**config.mk**
```make
export PLATFORM = sky130hd
export DESIGN_NAME = apb_irq_aggregator
export DESIGN_NICKNAME = d
export VERILOG_FILES = /design/src/rtl/irq_agg_pkg.sv /design/src/rtl/irq_sync_edge.sv /design/src/rtl/apb_irq_aggregator.sv
export SDC_FILE = /design/constraint.sdc
export NUM_CORES = 1
export LEC_CHECK = 0
export ABC_CLOCK_PERIOD_IN_PS = 3750
export BUFFER_PORTS_ARGS = -buffer_cell sky130_fd_sc_hd__buf_2
export CAP_MARGIN = 20
export CORE_MARGIN = 2
export CORE_UTILIZATION = 54
export CTS_CLUSTER_DIAMETER = 200
export CTS_CLUSTER_SIZE = 8
export DETAILED_ROUTE_END_ITERATION = 8
export PLACE_DENSITY = 0.85
export SETUP_SLACK_MARGIN = 0.1
export SLEW_MARGIN = 20
export SYNTH_ARGS = -nofsm -noshare
export SYNTH_HDL_FRONTEND = slang
export SYNTH_SLANG_ARGS = --single-unit
```
**constraint.sdc**
```tcl
create_clock -name PCLK -period 3.75 [get_ports PCLK]
set_input_delay 0.375 -clock PCLK [delete_from_list [all_inputs] [get_ports PCLK]]
set_output_delay 0.375 -clock PCLK [all_outputs]
set_load 0.01 [all_outputs]
```
**src/rtl/irq_agg_pkg.sv**
```systemverilog
// Shared definitions for the APB interrupt aggregator: register indices,
// CLAIM layout and a lowest-set-bit helper.
package irq_agg_pkg;

  typedef enum logic [2:0] {
    RAW   = 3'd0,
    PEND  = 3'd1,
    EN    = 3'd2,
    MODE  = 3'd3,
    CLAIM = 3'd4,
    FORCE = 3'd5,
    RSVD6 = 3'd6,
    RSVD7 = 3'd7
  } reg_idx_e;

  localparam int unsigned CLAIM_VALID_BIT = 31;
  localparam int unsigned CLAIM_IDX_W     = 5;

  // Scans from the top down so the last hit is the lowest index.
  function automatic logic [CLAIM_IDX_W-1:0] lowest_set(input logic [31:0] vec);
    logic [CLAIM_IDX_W-1:0] idx;
    idx = '0;
    for (int unsigned i = 32; i > 0; i--) begin
      if (vec[i-1]) idx = CLAIM_IDX_W'(i - 1);
    end
    return idx;
  endfunction

endpackage

```
**src/rtl/irq_sync_edge.sv**
```systemverilog
// Per-source conditioning: polarity normalisation, synchronizer chain and
// one-cycle history for rising-edge detection.
module irq_sync_edge
  import irq_agg_pkg::*;
#(
  parameter int unsigned IRQ_ACTIVE_HIGH = 1,
  parameter int unsigned SYNC_STAGES     = 2
) (
  input  logic clk,
  input  logic rst_n,
  input  logic src,
  output logic level,
  output logic rise
);

  logic act;
  logic s;
  logic prev_q, prev_d;

  assign act = (IRQ_ACTIVE_HIGH != 0) ? src : ~src;

  generate
    if (SYNC_STAGES == 0) begin : g_nosync
      assign s = act;
    end else begin : g_sync
      logic [SYNC_STAGES-1:0] sync_q, sync_d;

      always_comb begin
        sync_d    = sync_q;
        sync_d[0] = act;
        for (int unsigned i = 1; i < SYNC_STAGES; i++) begin
          sync_d[i] = sync_q[i-1];
        end
      end

      always_ff @(posedge clk or negedge rst_n) begin
        if (!rst_n) sync_q <= '0;
        else        sync_q <= sync_d;
      end

      assign s = sync_q[SYNC_STAGES-1];
    end
  endgenerate

  always_comb begin
    prev_d = s;
  end

  always_ff @(posedge clk or negedge rst_n) begin
    if (!rst_n) prev_q <= 1'b0;
    else        prev_q <= prev_d;
  end

  assign level = s;
  assign rise  = s & ~prev_q;

endmodule

```
**src/rtl/apb_irq_aggregator.sv**
```systemverilog
// APB3 interrupt aggregator: latches conditioned sources as pending, gates them
// by enable and drives one registered IRQ; software services via PENDING/CLAIM.
module apb_irq_aggregator
  import irq_agg_pkg::*;
#(
  parameter int unsigned NUM_IRQ         = 8,
  parameter int unsigned IRQ_ACTIVE_HIGH = 1,
  parameter int unsigned SYNC_STAGES     = 2
) (
  input  logic               PCLK,
  input  logic               PRESETn,
  input  logic               PSEL,
  input  logic               PENABLE,
  input  logic               PWRITE,
  input  logic [4:2]         PADDR,
  input  logic [31:0]        PWDATA,
  output logic [31:0]        PRDATA,
  input  logic [NUM_IRQ-1:0] IRQ_SRC,
  output logic               IRQ
);

  logic [NUM_IRQ-1:0] s;
  logic [NUM_IRQ-1:0] rise;

  for (genvar g = 0; g < NUM_IRQ; g++) begin : g_src
    irq_sync_edge #(
      .IRQ_ACTIVE_HIGH(IRQ_ACTIVE_HIGH),
      .SYNC_STAGES    (SYNC_STAGES)
    ) u_sync (
      .clk  (PCLK),
      .rst_n(PRESETn),
      .src  (IRQ_SRC[g]),
      .level(s[g]),
      .rise (rise[g])
    );
  end

  logic [NUM_IRQ-1:0] pend_q, pend_d;
  logic [NUM_IRQ-1:0] en_q, en_d;
  logic [NUM_IRQ-1:0] mode_q, mode_d;
  logic               irq_q, irq_d;

  logic [NUM_IRQ-1:0] w1c;
  logic [NUM_IRQ-1:0] force_set;
  logic [NUM_IRQ-1:0] claim_clr;
  logic [NUM_IRQ-1:0] wdata;
  logic               wr_acc;
  logic               rd_acc;
  logic               claim_hit;
  reg_idx_e           reg_idx;

  logic [31:0]            pe_ext;
  logic                   claim_valid;
  logic [CLAIM_IDX_W-1:0] claim_idx;

  logic unused_pwdata;
  assign unused_pwdata = ^PWDATA[31:NUM_IRQ];

  assign reg_idx     = reg_idx_e'(PADDR);
  assign wr_acc      = PSEL & PENABLE & PWRITE;
  assign rd_acc      = PSEL & PENABLE & ~PWRITE;
  assign wdata       = PWDATA[NUM_IRQ-1:0];
  assign pe_ext      = 32'(pend_q & en_q);
  assign claim_valid = |pe_ext;
  assign claim_idx   = lowest_set(pe_ext);
  assign claim_hit   = rd_acc && (reg_idx == CLAIM) && claim_valid;

  always_comb begin
    w1c       = '0;
    force_set = '0;
    en_d      = en_q;
    mode_d    = mode_q;
    if (wr_acc) begin
      case (reg_idx)
        PEND:    w1c       = wdata;
        EN:      en_d      = wdata;
        MODE:    mode_d    = wdata;
        FORCE:   force_set = wdata;
        default: ;
      endcase
    end
  end

  // Claim clears only edge-mode sources; level sources re-derive from s anyway.
  always_comb begin
    claim_clr = '0;
    for (int unsigned i = 0; i < NUM_IRQ; i++) begin
      claim_clr[i] = claim_hit && (claim_idx == CLAIM_IDX_W'(i)) && mode_q[i];
    end
  end

  // Set beats clear in edge mode so a rise coincident with W1C is not lost.
  always_comb begin
    pend_d = pend_q;
    for (int unsigned i = 0; i < NUM_IRQ; i++) begin
      if (mode_q[i]) begin
        if (rise[i] | force_set[i])      pend_d[i] = 1'b1;
        else if (w1c[i] | claim_clr[i])  pend_d[i] = 1'b0;
        else                             pend_d[i] = pend_q[i];
      end else begin
        pend_d[i] = s[i] | force_set[i];
      end
    end
  end

  always_comb begin
    irq_d = |(pend_q & en_q);
  end

  always_ff @(posedge PCLK or negedge PRESETn) begin
    if (!PRESETn) begin
      pend_q <= '0;
      en_q   <= '0;
      mode_q <= '0;
      irq_q  <= 1'b0;
    end else begin
      pend_q <= pend_d;
      en_q   <= en_d;
      mode_q <= mode_d;
      irq_q  <= irq_d;
    end
  end

  assign IRQ = irq_q;

  always_comb begin
    PRDATA = '0;
    if (PRESETn && PSEL && !PWRITE) begin
      case (reg_idx)
        RAW:   PRDATA = 32'(s);
        PEND:  PRDATA = 32'(pend_q);
        EN:    PRDATA = 32'(en_q);
        MODE:  PRDATA = 32'(mode_q);
        CLAIM: begin
          if (claim_valid) begin
            PRDATA[CLAIM_VALID_BIT]   = 1'b1;
            PRDATA[CLAIM_IDX_W-1:0]   = claim_idx;
          end
        end
        default: PRDATA = '0;
      endcase
    end
  end

endmodule

```
=== Word level (Yosys, flattened, before mapping) ===
Cells that the tools add are included.

* Bitwise operators: 46
* Reductions and logical operators: 27
* Muxes and demuxes: 66
* Equality and inequality tests: 20

{| class="wikitable"
|+ Operator list
! kind !! count
|-
| 2-to-1 mux 5 bit || 33
|-
| 2-to-1 mux 32 bit || 1
|-
| 2-to-1 mux 8 bit || 4
|-
| OR reduction 32 bit || 1
|-
| 2-to-1 mux 1 bit || 26
|-
| case mux 5 bit (5 select lines) || 1
|-
| inequality test 3 x 1 -> 1 bit, second input constant || 8
|-
| bitwise OR 1 bit || 24
|-
| equality test 5 x 3 -> 1 bit, second input constant || 4
|-
| logical AND 1 bit || 20
|-
| AND 8 bit || 2
|-
| case mux 3 bit (4 select lines) || 1
|-
| AND 1 bit || 11
|-
| equality test 5 x 2 -> 1 bit, second input constant || 2
|-
| NOT 1 bit || 9
|-
| OR reduction 8 bit || 1
|-
| equality test 3 x 2 -> 1 bit, second input constant || 2
|-
| equality test 3 bit, second input constant || 2
|-
| equality test 5 x 1 -> 1 bit, second input constant || 1
|-
| logical NOT 5 bit || 1
|-
| AND reduction 2 bit || 2
|-
| equality test 3 x 1 -> 1 bit, second input constant || 1
|-
| logical NOT 3 bit || 1
|-
| logical NOT 1 bit || 1
|}

* Word-level logic and storage cells: 186
* Flip-flop bits (word level): 49
* Input bits: 48
* Output and inout port bits: 33

=== Logic depth before layout (Yosys ltp) ===
* Depth after elaboration: 39
* Mapped depth: 7
* Depth with buffers taken out: 5

=== Hierarchy ===
Synthesis repeated with hierarchy kept, for this count alone.

* Cell total of the unflattened synthesis: 207
* Area total of the unflattened synthesis: 2586.2 um^2

{| class="wikitable"
|+ Modules (own cells, without submodules)
! module !! cells each !! instances !! area each (um^2) !! sequential area each (um^2)
|-
| apb_irq_aggregator || 175 || 1 || 1875.5 || 625.6
|-
| irq_sync_edge || 4 || 8 || 88.8 || 75.1
|}

=== Worst setup path after synthesis ===
Ideal clock, no wire load.

* Kind: input-to-output
* From: in PADDR[2] (netlist bit)
* To: out PRDATA[2]
* Stages: 4
* Arrival: 1.397 ns
* Data required time: 3.375 ns
* Path buffers: 1
* Setup slack: 1.978 ns
* Cell sequence: buf_2 -> mux4_2 -> a32oi_1 -> nor2_1

* Word-level cells in the longest chain between the ends: 3

{| class="wikitable"
|+ RTL lines
! item !! line !! text
|-
| from (decl) || apb_irq_aggregator.sv:15 || <nowiki>input logic [4:2] PADDR,</nowiki>
|-
| equality test 3 bit (tied with other cells) || apb_irq_aggregator.sv:129 || <nowiki>case (reg_idx)</nowiki>
|-
| case mux 5 bit (5 select lines) * || apb_irq_aggregator.sv:129 ||
|-
| 2-to-1 mux 32 bit * || apb_irq_aggregator.sv:128 || <nowiki>if (PRESETn && PSEL && !PWRITE) begin</nowiki>
|-
| to (decl) || apb_irq_aggregator.sv:17 || <nowiki>output logic [31:0] PRDATA,</nowiki>
|}

Every way passes the cells marked *; elsewhere a longest branch is shown, timed or not.

=== Worst setup path after layout ===
* From: reg en_q[3]
* To: out PRDATA[0]

* Word-level cells in the longest chain between the ends: 8

{| class="wikitable"
|+ RTL lines
! item !! line !! text
|-
| from (decl) || apb_irq_aggregator.sv:39 || <nowiki>logic [NUM_IRQ-1:0] en_q, en_d;</nowiki>
|-
| from (signal assigned) || apb_irq_aggregator.sv:118 || <nowiki>en_q <= en_d;</nowiki>
|-
| AND 8 bit * || apb_irq_aggregator.sv:63 || <nowiki>assign pe_ext = 32'(pend_q & en_q);</nowiki>
|-
| 2-to-1 mux 5 bit (4 in a row) || irq_agg_pkg.sv:24 || <nowiki>if (vec[i-1]) idx = CLAIM_IDX_W'(i - 1);</nowiki>
|-
| 2-to-1 mux 5 bit * || apb_irq_aggregator.sv:135 || <nowiki>if (claim_valid) begin</nowiki>
|-
| case mux 5 bit (5 select lines) * || apb_irq_aggregator.sv:129 ||
|-
| 2-to-1 mux 32 bit * || apb_irq_aggregator.sv:128 ||
|}

Marked as above.

==> reports/results.tsv <==
stage	metric	value	unit
clock_tree	post_cts resized	0	
placement	Routability Congestion	0.856	
finish	share of cells above drive strength 1	24.9	%
floorplanning	Starting Density	56.0	%
clock_tree	# Post-CTS Setup Buffers	0	
finish	fin nets	288	
sta	Final setup viols	0	
finish	ant diodes	0	
critical_path	worst-path cell chain	nand2_1, a32o_1, a31oi_1, o2111ai_1, a21oi_1, buf_2	
floorplanning	die area	0.00503	mm2
route	1st-pass router iterations	4	
yosys	synth unique cells	39	
power_and_ir_drop	sequential share of power	51.0	%
placement	DP Wirelength	3350	um
finish	most common cell after layout, fill and taps aside	dfrtp_1	
yosys	Ys Warns	0	
critical_path	Crit path arrival time	2.07	ns
sta	Slew Viols, Final	0	
clock_tree	clk sinks	49	
yosys	#FFs+latches synth	49	
sta	Worst Skew	0.00960	ns
route	Post-Route WL	4850	um
floorplanning	Die Wd	70.9	um
clock_tree	root buffer cell	clkbuf_8	
critical_path	Worst path max stage delay	0.41	ns
placement	port buffer count	33	
status	status	finished, final reports clean	
finish	final core utilization	61.6	%
critical_path	Worst EP required	3.38	ns
floorplanning	I/O pins	81	
finish	Design Area, Final	0.00266	mm2
run	number of max-cap violations	0	
finish	most frequent cells in the layout	dfrtp_1 (49), buf_2 (33), nand2_1 (27)	
sta	relative slew slack	24.7	%
min_path	min-delay worst type	in -> reg	
critical_path	worst-path maximum fanout	5	
finish	fillcell total	361	
sta	post-route setup TNS	0	ns
route	Remaining DRCs	0	
clock_tree	H-tree depth	2	
critical_path	crit start category	flop	
finish	Area Overhead vs Synth	10.0	%
clock_tree	CTS Hold Bufs	0	
clock_tree	CTS tree	yes	
power_and_ir_drop	Int Pwr	0.917	mW
global_routing	number of antenna violations at the first check in global routing	0	
global_routing	maximum number of pins on one net before global-route repair	50	
sta	fmax	0.409	GHz
route	Antenna Nets Post-Route	0	
sta	unrepaired setup endpoints after global routing	false	
power_and_ir_drop	Leak	1.23	nW
global_routing	Global Route Usage Sum	20.8	%
floorplanning	Rows	24	
critical_path	endpoint class of the critical path	output port	
yosys	syn avg cell area	11.9	um2
floorplanning	CORE AREA	0.00432	mm2
yosys	post-synthesis cell area	0.00242	mm2
yosys	post-synthesis cell count	204	
clock_tree	Max clock buf depth	2	
sta	Period minus WS final	2.45	ns
global_routing	GRT overflow	0	
route	Routed WL per cell	16.5	um
clock_tree	latest clock arrival within the worst-skew pair	0.31	ns
power_and_ir_drop	Switch Pwr	0.361	mW
route	via count	1643	
sta	final worst-path cycle share	65.2	%
sta	final hold viol count	0	
power_and_ir_drop	switching share of power	28.3	%
power_and_ir_drop	pwr dens	480	mW/mm2
global_routing	first-pass GRT wire length	7940	um
power_and_ir_drop	Comb pwr share	17.3	%
sta	actual slew at the worst max-slew pin	1.12	ns
power_and_ir_drop	Clock Power Share	31.7	%
clock_tree	clock-pin slew on the worst setup and hold paths	0.09	ns
clock_tree	Inserted Clock Buffers	5	
power_and_ir_drop	VDD IR max	0.266	mV
critical_path	Slowest cell on crit path	dfrtp_1	
route	initial DRC count	111	
yosys	post-synthesis sequential area ratio	50.7	%
route	Via-to-Cell Ratio	5.61	
global_routing	vias in the first global route	1617	
placement	placed cell area	0.00254	mm2
critical_path	critical path class	reg -> out	
floorplanning	DIE HEIGHT	70.9	um
-- power groups by stage --
| stage | sequential, mW | combinational [mW] | clock [mW] |
|---|---|---|---|
| 2_1_floorplan | 0.643 | 0.175 | 0 |
| 3_3_place_gp | 0.654 | 0.211 | 0 |
| 3_5_place_dp | 0.659 | 0.218 | 0 |
| 4_1_cts | 0.649 | 0.221 | 0.413 |
| 5_1_grt | 0.660 | 0.244 | 0.430 |
| 6_report | 0.652 | 0.221 | 0.405 |
-- metrics by stage --
step	power (mW)	cells	worst slack [ns]	hold slack [ns]
floorplan	0.819	226	1.98	0.0794
global placement	0.865	285	1.41	0.332
detailed placement	0.878	285	1.34	0.335
CTS	1.28	293	1.31	0.150
global route	1.33	293	1.19	0.150
finish	1.28	293	1.30	0.161
-- kinds of logic (layout without fill, tap and decap cells) --
logic type	Yosys count	after routing	synth area share [%]
muxes	26	26	15.8
DFF	49	49	50.7
and+or+nand+nor	61	61	13.8
other	1	23	0.155
AOI/OAI and AO/OA	33	33	10.2
buffers and inverters	34	49	9.41
-- cell usage after synthesis, drive strengths merged --
master / instances / share of area, %
dfrtp: 49 / 51
and4b: 1 / 0.41
nor2b: 5 / 1.3
o21ai: 6 / 1.2
or3: 1 / 0.26
o211ai: 1 / 0.31
nand4: 5 / 1.3
a221o: 1 / 0.41
mux2: 18 / 8.4
inv: 7 / 1.1
a22o: 3 / 1.1
nor2: 7 / 1.1
a221oi: 1 / 0.36
and3: 1 / 0.26
o31ai: 1 / 0.52
nand2: 28 / 4.4
conb: 1 / 0.15
a31o: 1 / 0.36
nand3: 6 / 1.2
nand2b: 1 / 0.26
nor3: 2 / 0.41
a32o: 1 / 0.41
nor4b: 1 / 0.98
a21oi: 3 / 0.62
buf: 27 / 8.3
o311ai: 1 / 0.36
o2111ai: 2 / 0.72
and2: 1 / 0.26
a211oi: 1 / 0.31
nor3b: 2 / 1.6
a22oi: 6 / 1.9
a32oi: 3 / 1.1
a31oi: 2 / 0.52
mux4: 8 / 7.4
-- final timing paths --
path                                                        from                               end  slack, ns  cells past startpoint
worst max-delay path                                     en_q[3]                         PRDATA[0]       1.30                      6
worst min-delay path                                  IRQ_SRC[2]  g_src[2].u_sync.g_sync.sync_q[0]       0.16                      1
worst max register to register                         pend_q[1]                         pend_q[4]       1.86                      5
worst min register to register  g_src[4].u_sync.g_sync.sync_q[0]  g_src[4].u_sync.g_sync.sync_q[1]       0.35                      0
max in group asynchronous                                PRESETn            g_src[1].u_sync.prev_q       3.16                      2
min in group asynchronous                                PRESETn                         pend_q[5]       0.17                      2
-- state kept, by name, indices dropped and copies added (netlist names) --
register                    count
g_src.u_sync.g_sync.sync_q     16
en_q                            8
g_src.u_sync.prev_q             8
mode_q                          8
pend_q                          8
IRQ                             1
-- critical path, delay by kind of cell, from the launching register on --
family          cells  cell delay (ns)
compound gates      4             1.04
flops               1             0.41
simple gates        1             0.15
buf+inv             1             0.16
-- area by class of cell --
cell class | instances | area (um2) | area share (%)
multi-input cells | 143 | 1050 | 39.4
well taps | 52 | 65.1 | 2.44
clock inverters | 2 | 41.3 | 1.55
repair buffers | 34 | 173 | 6.48
inverters | 7 | 26.3 | 0.987
flip-flops and latches | 49 | 1230 | 46.1
clock buffers | 6 | 82.6 | 3.10
-- per-layer routing --
layer	up-vias	share of wire [%]	wire length, um	GRT usage, %
met1	804	43	2080	29.0
met3	8	7.0	340	5.27
met5	-	0	0	0
li1	765	-	-	-
met2	66	49	2370	31.8
met4	0	1.2	59	7.97
Note: power is estimated with default switching activity, not from simulation.
